### src/rtl/inv_issue_sched.sv
// Issue scheduler for a pipelined masked GF(2^4) inverter shared by two requesters.
// Round-robin on contention, gated by fresh-mask availability; results are routed back by id.
module inv_issue_sched #(
  parameter int SHARES  = 2,
  parameter int LATENCY = 2
) (
  input  logic                  ClkxCI,
  input  logic                  RstxBI,
  input  logic                  Req0ValidxSI,
  input  logic                  Req1ValidxSI,
  input  logic [4*SHARES-1:0]   Req0DataxDI,
  input  logic [4*SHARES-1:0]   Req1DataxDI,
  output logic                  Req0ReadyxSO,
  output logic                  Req1ReadyxSO,
  input  logic                  RndValidxSI,
  output logic                  RndReadyxSO,
  output logic [4*SHARES-1:0]   InvXxDO,
  input  logic [4*SHARES-1:0]   InvQxDI,
  output logic                  Resp0ValidxSO,
  output logic                  Resp1ValidxSO,
  output logic [4*SHARES-1:0]   Resp0DataxDO,
  output logic [4*SHARES-1:0]   Resp1DataxDO,
  output logic                  BusyxSO,
  output logic [15:0]           IssueCntxDO
);

  localparam int W = 4 * SHARES;

  logic               prio_q, prio_d;
  logic [LATENCY-1:0] vld_q, vld_d;
  logic [LATENCY-1:0] id_q, id_d;
  logic [15:0]        cnt_q, cnt_d;
  logic               issue_s, grant_s, both_s;

  // Arbitration, operand routing and next-state of the in-flight pipeline.
  // Issue is gated by reset so no handshake can complete while the block is held.
  always_comb begin
    both_s  = Req0ValidxSI & Req1ValidxSI;
    issue_s = (Req0ValidxSI | Req1ValidxSI) & RndValidxSI & RstxBI;
    if (both_s) begin
      grant_s = prio_q;
    end else if (Req1ValidxSI) begin
      grant_s = 1'b1;
    end else begin
      grant_s = 1'b0;
    end

    prio_d = prio_q;
    if (issue_s && both_s) begin
      prio_d = ~prio_q;
    end else begin
      prio_d = prio_q;
    end

    if (issue_s) begin
      InvXxDO = grant_s ? Req1DataxDI : Req0DataxDI;
      cnt_d   = cnt_q + 16'd1;
    end else begin
      InvXxDO = {W{1'b0}};
      cnt_d   = cnt_q;
    end

    vld_d    = vld_q;
    id_d     = id_q;
    vld_d[0] = issue_s;
    id_d[0]  = grant_s;
    for (int k = 1; k < LATENCY; k++) begin
      vld_d[k] = vld_q[k-1];
      id_d[k]  = id_q[k-1];
    end
  end

  // Handshakes and result demux; results from the inverter are passed straight through.
  always_comb begin
    Req0ReadyxSO  = issue_s & ~grant_s;
    Req1ReadyxSO  = issue_s &  grant_s;
    RndReadyxSO   = issue_s;
    Resp0ValidxSO = vld_q[LATENCY-1] & ~id_q[LATENCY-1];
    Resp1ValidxSO = vld_q[LATENCY-1] &  id_q[LATENCY-1];
    Resp0DataxDO  = Resp0ValidxSO ? InvQxDI : {W{1'b0}};
    Resp1DataxDO  = Resp1ValidxSO ? InvQxDI : {W{1'b0}};
    BusyxSO       = |vld_q;
    IssueCntxDO   = cnt_q;
  end

  // State registers; reset drops every in-flight operation.
  always_ff @(posedge ClkxCI or negedge RstxBI) begin
    if (!RstxBI) begin
      prio_q <= 1'b0;
      vld_q  <= {LATENCY{1'b0}};
      id_q   <= {LATENCY{1'b0}};
      cnt_q  <= 16'd0;
    end else begin
      prio_q <= prio_d;
      vld_q  <= vld_d;
      id_q   <= id_d;
      cnt_q  <= cnt_d;
    end
  end

endmodule

### config.mk
export PLATFORM = sky130hd
export DESIGN_NAME = inv_issue_sched
export DESIGN_NICKNAME = d
export VERILOG_FILES = /design/src/rtl/inv_issue_sched.sv
export SDC_FILE = /design/constraint.sdc
export NUM_CORES = 1
export LEC_CHECK = 0
export CAP_MARGIN = 30
export CORE_MARGIN = 2
export CORE_UTILIZATION = 34
export DETAILED_ROUTE_END_ITERATION = 10
export PLACE_DENSITY_LB_ADDON = 0.25
export SYNTH_ARGS = -nofsm -noshare
export SYNTH_HDL_FRONTEND = slang
export SYNTH_SLANG_ARGS = --single-unit
### constraint.sdc
create_clock -name ClkxCI -period 1.7 [get_ports ClkxCI]
set_input_delay 0.425 -clock ClkxCI [delete_from_list [all_inputs] [get_ports ClkxCI]]
set_output_delay 0.425 -clock ClkxCI [all_outputs]
set_load 0.02 [all_outputs]
* Yosys cells after proc, flatten, opt, wreduce, memory -nomap -nowiden *
Index checks and enable logic that the tools add are counted.

cells by class
  add/sub/neg operators = 1
  reduce and logical (&&, ||, !) cells = 2
  bitwise logic cells = 11
  mux-type cells = 6

operator list
  kind                                                             number
  8-bit 2-to-1 mux                                                 4
  16-bit by 1-bit adder with 16-bit output, second input constant  1
  1-bit bitwise AND                                                7
  1-bit NOT                                                        3
  1-bit 2-to-1 mux                                                 2
  2-bit OR reduction                                               1
  1-bit logical AND                                                1
  1-bit bitwise OR                                                 1

word-level totals
  bits of input ports = 29
  output and inout bits = 46
  register bits after elaboration = 21
  word-level logic and storage cells = 24

* Depth between registers and ports, before layout *
Gate-level depths: netlist (run 1).

  depth after elaboration = 4
  depth in mapped cells = 5
  depth with buffers taken out = 5

* Least setup slack after synthesis (run 1) *
OpenSTA, ideal clock, no wires.

  path type = input to output
  start = input RstxBI
  end = output InvXxDO[0]
  buffers on the path = 0
  data required time = 1275 ps
  stages = 3
  arrival = 1216 ps
  path slack = 59 ps
  path through = nand3_1 -> a21oi_2 -> a22o_1

on the way
  longest elaborated chain between the ends = 2

ends and longest elaborated chain
  element             RTL line  source
  start: declaration  8         input logic RstxBI,
  1-bit bitwise AND   39        issue_s = (Req0ValidxSI | Req1ValidxSI) & RndValidxSI & RstxBI;
  8-bit 2-to-1 mux    55        if (issue_s) begin
  end: declaration    17        output logic [4*SHARES-1:0] InvXxDO,

Every way passes these cells.

* Worst setup path after layout (run 1) *
  start = register prio_q
  end = output InvXxDO[7]

on the way
  longest elaborated chain between the ends = 3

ends and longest elaborated chain
  element                   RTL line  source
  start: declaration        29        logic prio_q, prio_d;
  start signal: assignment  94        prio_q <= prio_d;
  1-bit 2-to-1 mux          40        if (both_s) begin
  named net grant_s         33        logic issue_s, grant_s, both_s;
  8-bit 2-to-1 mux          56        InvXxDO = grant_s ? Req1DataxDI : Req0DataxDI;
  8-bit 2-to-1 mux          55

The timed path passes the listed nets, and every way through them passes these cells.

==> impl_metrics.json, run 1 <==
{
  "status": "complete, but fails checks",
  "violations": "setup timing",
  "netlist_instances": 101,
  "busiest_layer": "met2",
  "grt_max_degree": 23,
  "p_comb_share_pct": 42.7,
  "num_antenna_cells": 0,
  "initial_core_util_pct": 35.9,
  "seqPwrFrac_pct": 43.0,
  "synth_enable_flop_cells": 0,
  "yosys-top-cells-area": "dfrtp_1, xnor2_1, a22o_1",
  "clockBufferDepth": 2,
  "area_growth_pct": 88.7,
  "die_w_um": 61.0,
  "start_kind": "flop",
  "synth_top_cell_by_area": "dfrtp_1",
  "clkLatencyLatePin_ps": 290,
  "grt_antenna_before_repair": 0,
  "p_int_uw": 1020,
  "routedWlPerCell_um": 14.1,
  "cap_violations": 0,
  "synth_top_cells_by_count": "dfrtp_1, xnor2_1, and3_1",
  "layout.nets": 228,
  "yosysMostFrequentCell": "dfrtp_1",
  "grt_use_met2_pct": 38.1,
  "avgViaCountPerCell": 4.89,
  "cts_buffers": 3,
  "yosysWarnings": 0,
  "ys.flop_type": "dfrtp_1",
  "finalHoldViolCount": 0,
  "hpwl_mm": 2.63,
  "post-route-min-period_ps": 1830,
  "dpl_cell_area_um2": 2010,
  "holdWs_ps": 364,
  "fin_area_um2": 2080,
  "core.rowCount": 20,
  "drtIter0Drc": 12,
  "fin_ws_ps": -133,
  "drc": 0,
  "report.final.setup_viol": 9,
  "fill_cells": 253,
  "use_met1_pct": 18.3,
  "cts_root_buffer": "clkbuf_4",
  "grt_use_total_pct": 19.1,
  "relSlewSlack_pct": 76.0,
  "portBuffers": 74,
  "grt_use_met3_pct": 3.62,
  "drt_pass1_iterations": 4,
  "syn-num-nets": 131,
  "ant_nets": 0,
  "wl_mm": 3.40,
  "critPathCaptureType": "primary output",
  "die_h_um": 61.0,
  "core-area_um2": 3080,
  "finalSetupTns_ps": -993,
  "p_clk_share_pct": 14.2,
  "period_share_pct": 108,
  "leakage_uw": 0.00106,
  "cts_tree": "yes",
  "synth_cell_types": 24,
  "synthArstFlopShare_pct": 100,
  "powerDensity_nw_per_um2": 766,
  "worst_pin_slew_ps": 356,
  "cp_max_fo": 5,
  "synthDominantCellAreaShare_pct": 47.6,
  "ir_drop_mv": 0.741,
  "grt_first_pass_wirelength_mm": 5.24,
  "switching_share_pct": 36.1,
  "avgSynthCellArea_um2": 10.9,
  "htree_levels": 1,
  "num_vias": 1178,
  "num_io_pins": 75,
  "critPathRequiredTime_ps": 1270,
  "max_freq_mhz": 546,
  "synth-seq-cells": 21,
  "place.gp.congestion": 0.716,
  "synth_area_um2": 1100,
  "crit_type": "flop to primary output",
  "yosysSeqAreaShare_pct": 47.6,
  "hp-class": "flop to flop",
  "drive_above_1_share_pct": 36.0,
  "overflow": 0,
  "p_sw_uw": 576,
  "grt_pass1_vias": 1243,
  "clk_pin_slew_ps": 110,
  "cts.sinks": 21,
  "post-place-ws_ps": -935,
  "fin_skew_ps": 2.39,
  "critPathArrivalTime_ps": 1410,
  "dieArea_um2": 3720,
  "rsz0062_at_grt": "yes",
  "slew_violations": 0
}
==> cell families (layout without fill, tap and decap cells) <==
kind of cell	Yosys count	in the layout	synth area share [%]
AND/OR/NAND/NOR	46	48	26.4
flip-flops	21	21	47.6
XOR/XNOR	16	16	12.7
AO/OA/AOI/OAI	11	11	10.1
buffers and inverters	6	100	2.15
adder cells (fa/ha/maj)	1	1	1.13
==> metal layers <==
metal / share of wire, % / up-vias
met3: 9.7 / 8
met1: 33 / 553
met2: 54 / 67
li1: - / 550
met4: 3.2 / 0
met5: 0 / -
==> layout by cell type (no fill, tap or decap), types with 5 or more instances in the layout <==
master / netlist / layout
and3_4: 0 / 5
dlygate4sd2_1: 0 / 16
buf_4: 0 / 14
xnor2_1: 12 / 12
a22o_1: 8 / 8
buf_2: 1 / 13
dfrtp_1: 21 / 20
nand2_1: 9 / 9
buf_6: 0 / 21
and2_1: 9 / 9
clkdlybuf4s50_1: 0 / 24
and3_1: 11 / 7
==> power groups by stage <==
stage                     Combinational, µW  Clock [µW]  Sequential, µW
final                                   682         227             687
after global placement                  644           0             682
after global routing                    735         252             707
after floorplan                         208           0             760
after detailed placement                664           0             687
after CTS                               661         225             680
==> worst max-delay path, cell delays in order, from the launching register on <==
cell	delay, ps
dfrtp_1	400
inv_2	60
a21boi_4	150
and3_4	230
a22o_1	160
buf_6	120
==> final timing paths <==
kind | start | to | slack (ps) | depth (start not counted)
max | prio_q | InvXxDO[7] | -130 | 5
min | id_q[0] | id_q[1] | 360 | 0
max reg2reg | IssueCntxDO[0] | IssueCntxDO[10] | 130 | 5
min reg2reg | id_q[0] | id_q[1] | 360 | 0
max in group asynchronous | RstxBI | id_q[1] | 1080 | 3
min in group asynchronous | RstxBI | IssueCntxDO[10] | 390 | 3
==> through the flow <==
step | power, µW | utilization, % | std cells
after floorplan | 968 | - | 101
after global placement | 1330 | 65.2 | 232
after detailed placement | 1350 | 65.2 | 232
after CTS | 1570 | 65.5 | 239
after global routing | 1690 | 67.7 | 241
final | 1600 | 67.7 | 241
==> flip-flops by register name (all words and copies together) (netlist names) <==
signal	cells
IssueCntxDO	16
vld_q	2
prio_q	1
id_q	2
==> timing repair <==
item / CTS / global route
pin swaps: 11 / 2
endpoints found under the setup margin: 55 / 21
hold buffers: 0 / 0
resized for setup: 176 / 21
buffers inserted: 2 / 2
cloned: 2 / 1
==> area by class of cell <==
cell class              count  area [µm²]  area share [%]
clock buffers               4        26.3            1.26
flip-flops and latches     21         527            25.3
repair buffers             93         835            40.0
inverters                   3        11.3           0.540
multi-input cells          76         631            30.3
well taps                  44        55.1            2.64
Power figures use the tool's default switching activity.
==> run 2, diff against run 1 <==
- CTS_CLUSTER_SIZE: default -> 24
==> results of run 2 <==
Final layout, timing and power as in run 1 (identical DEF).
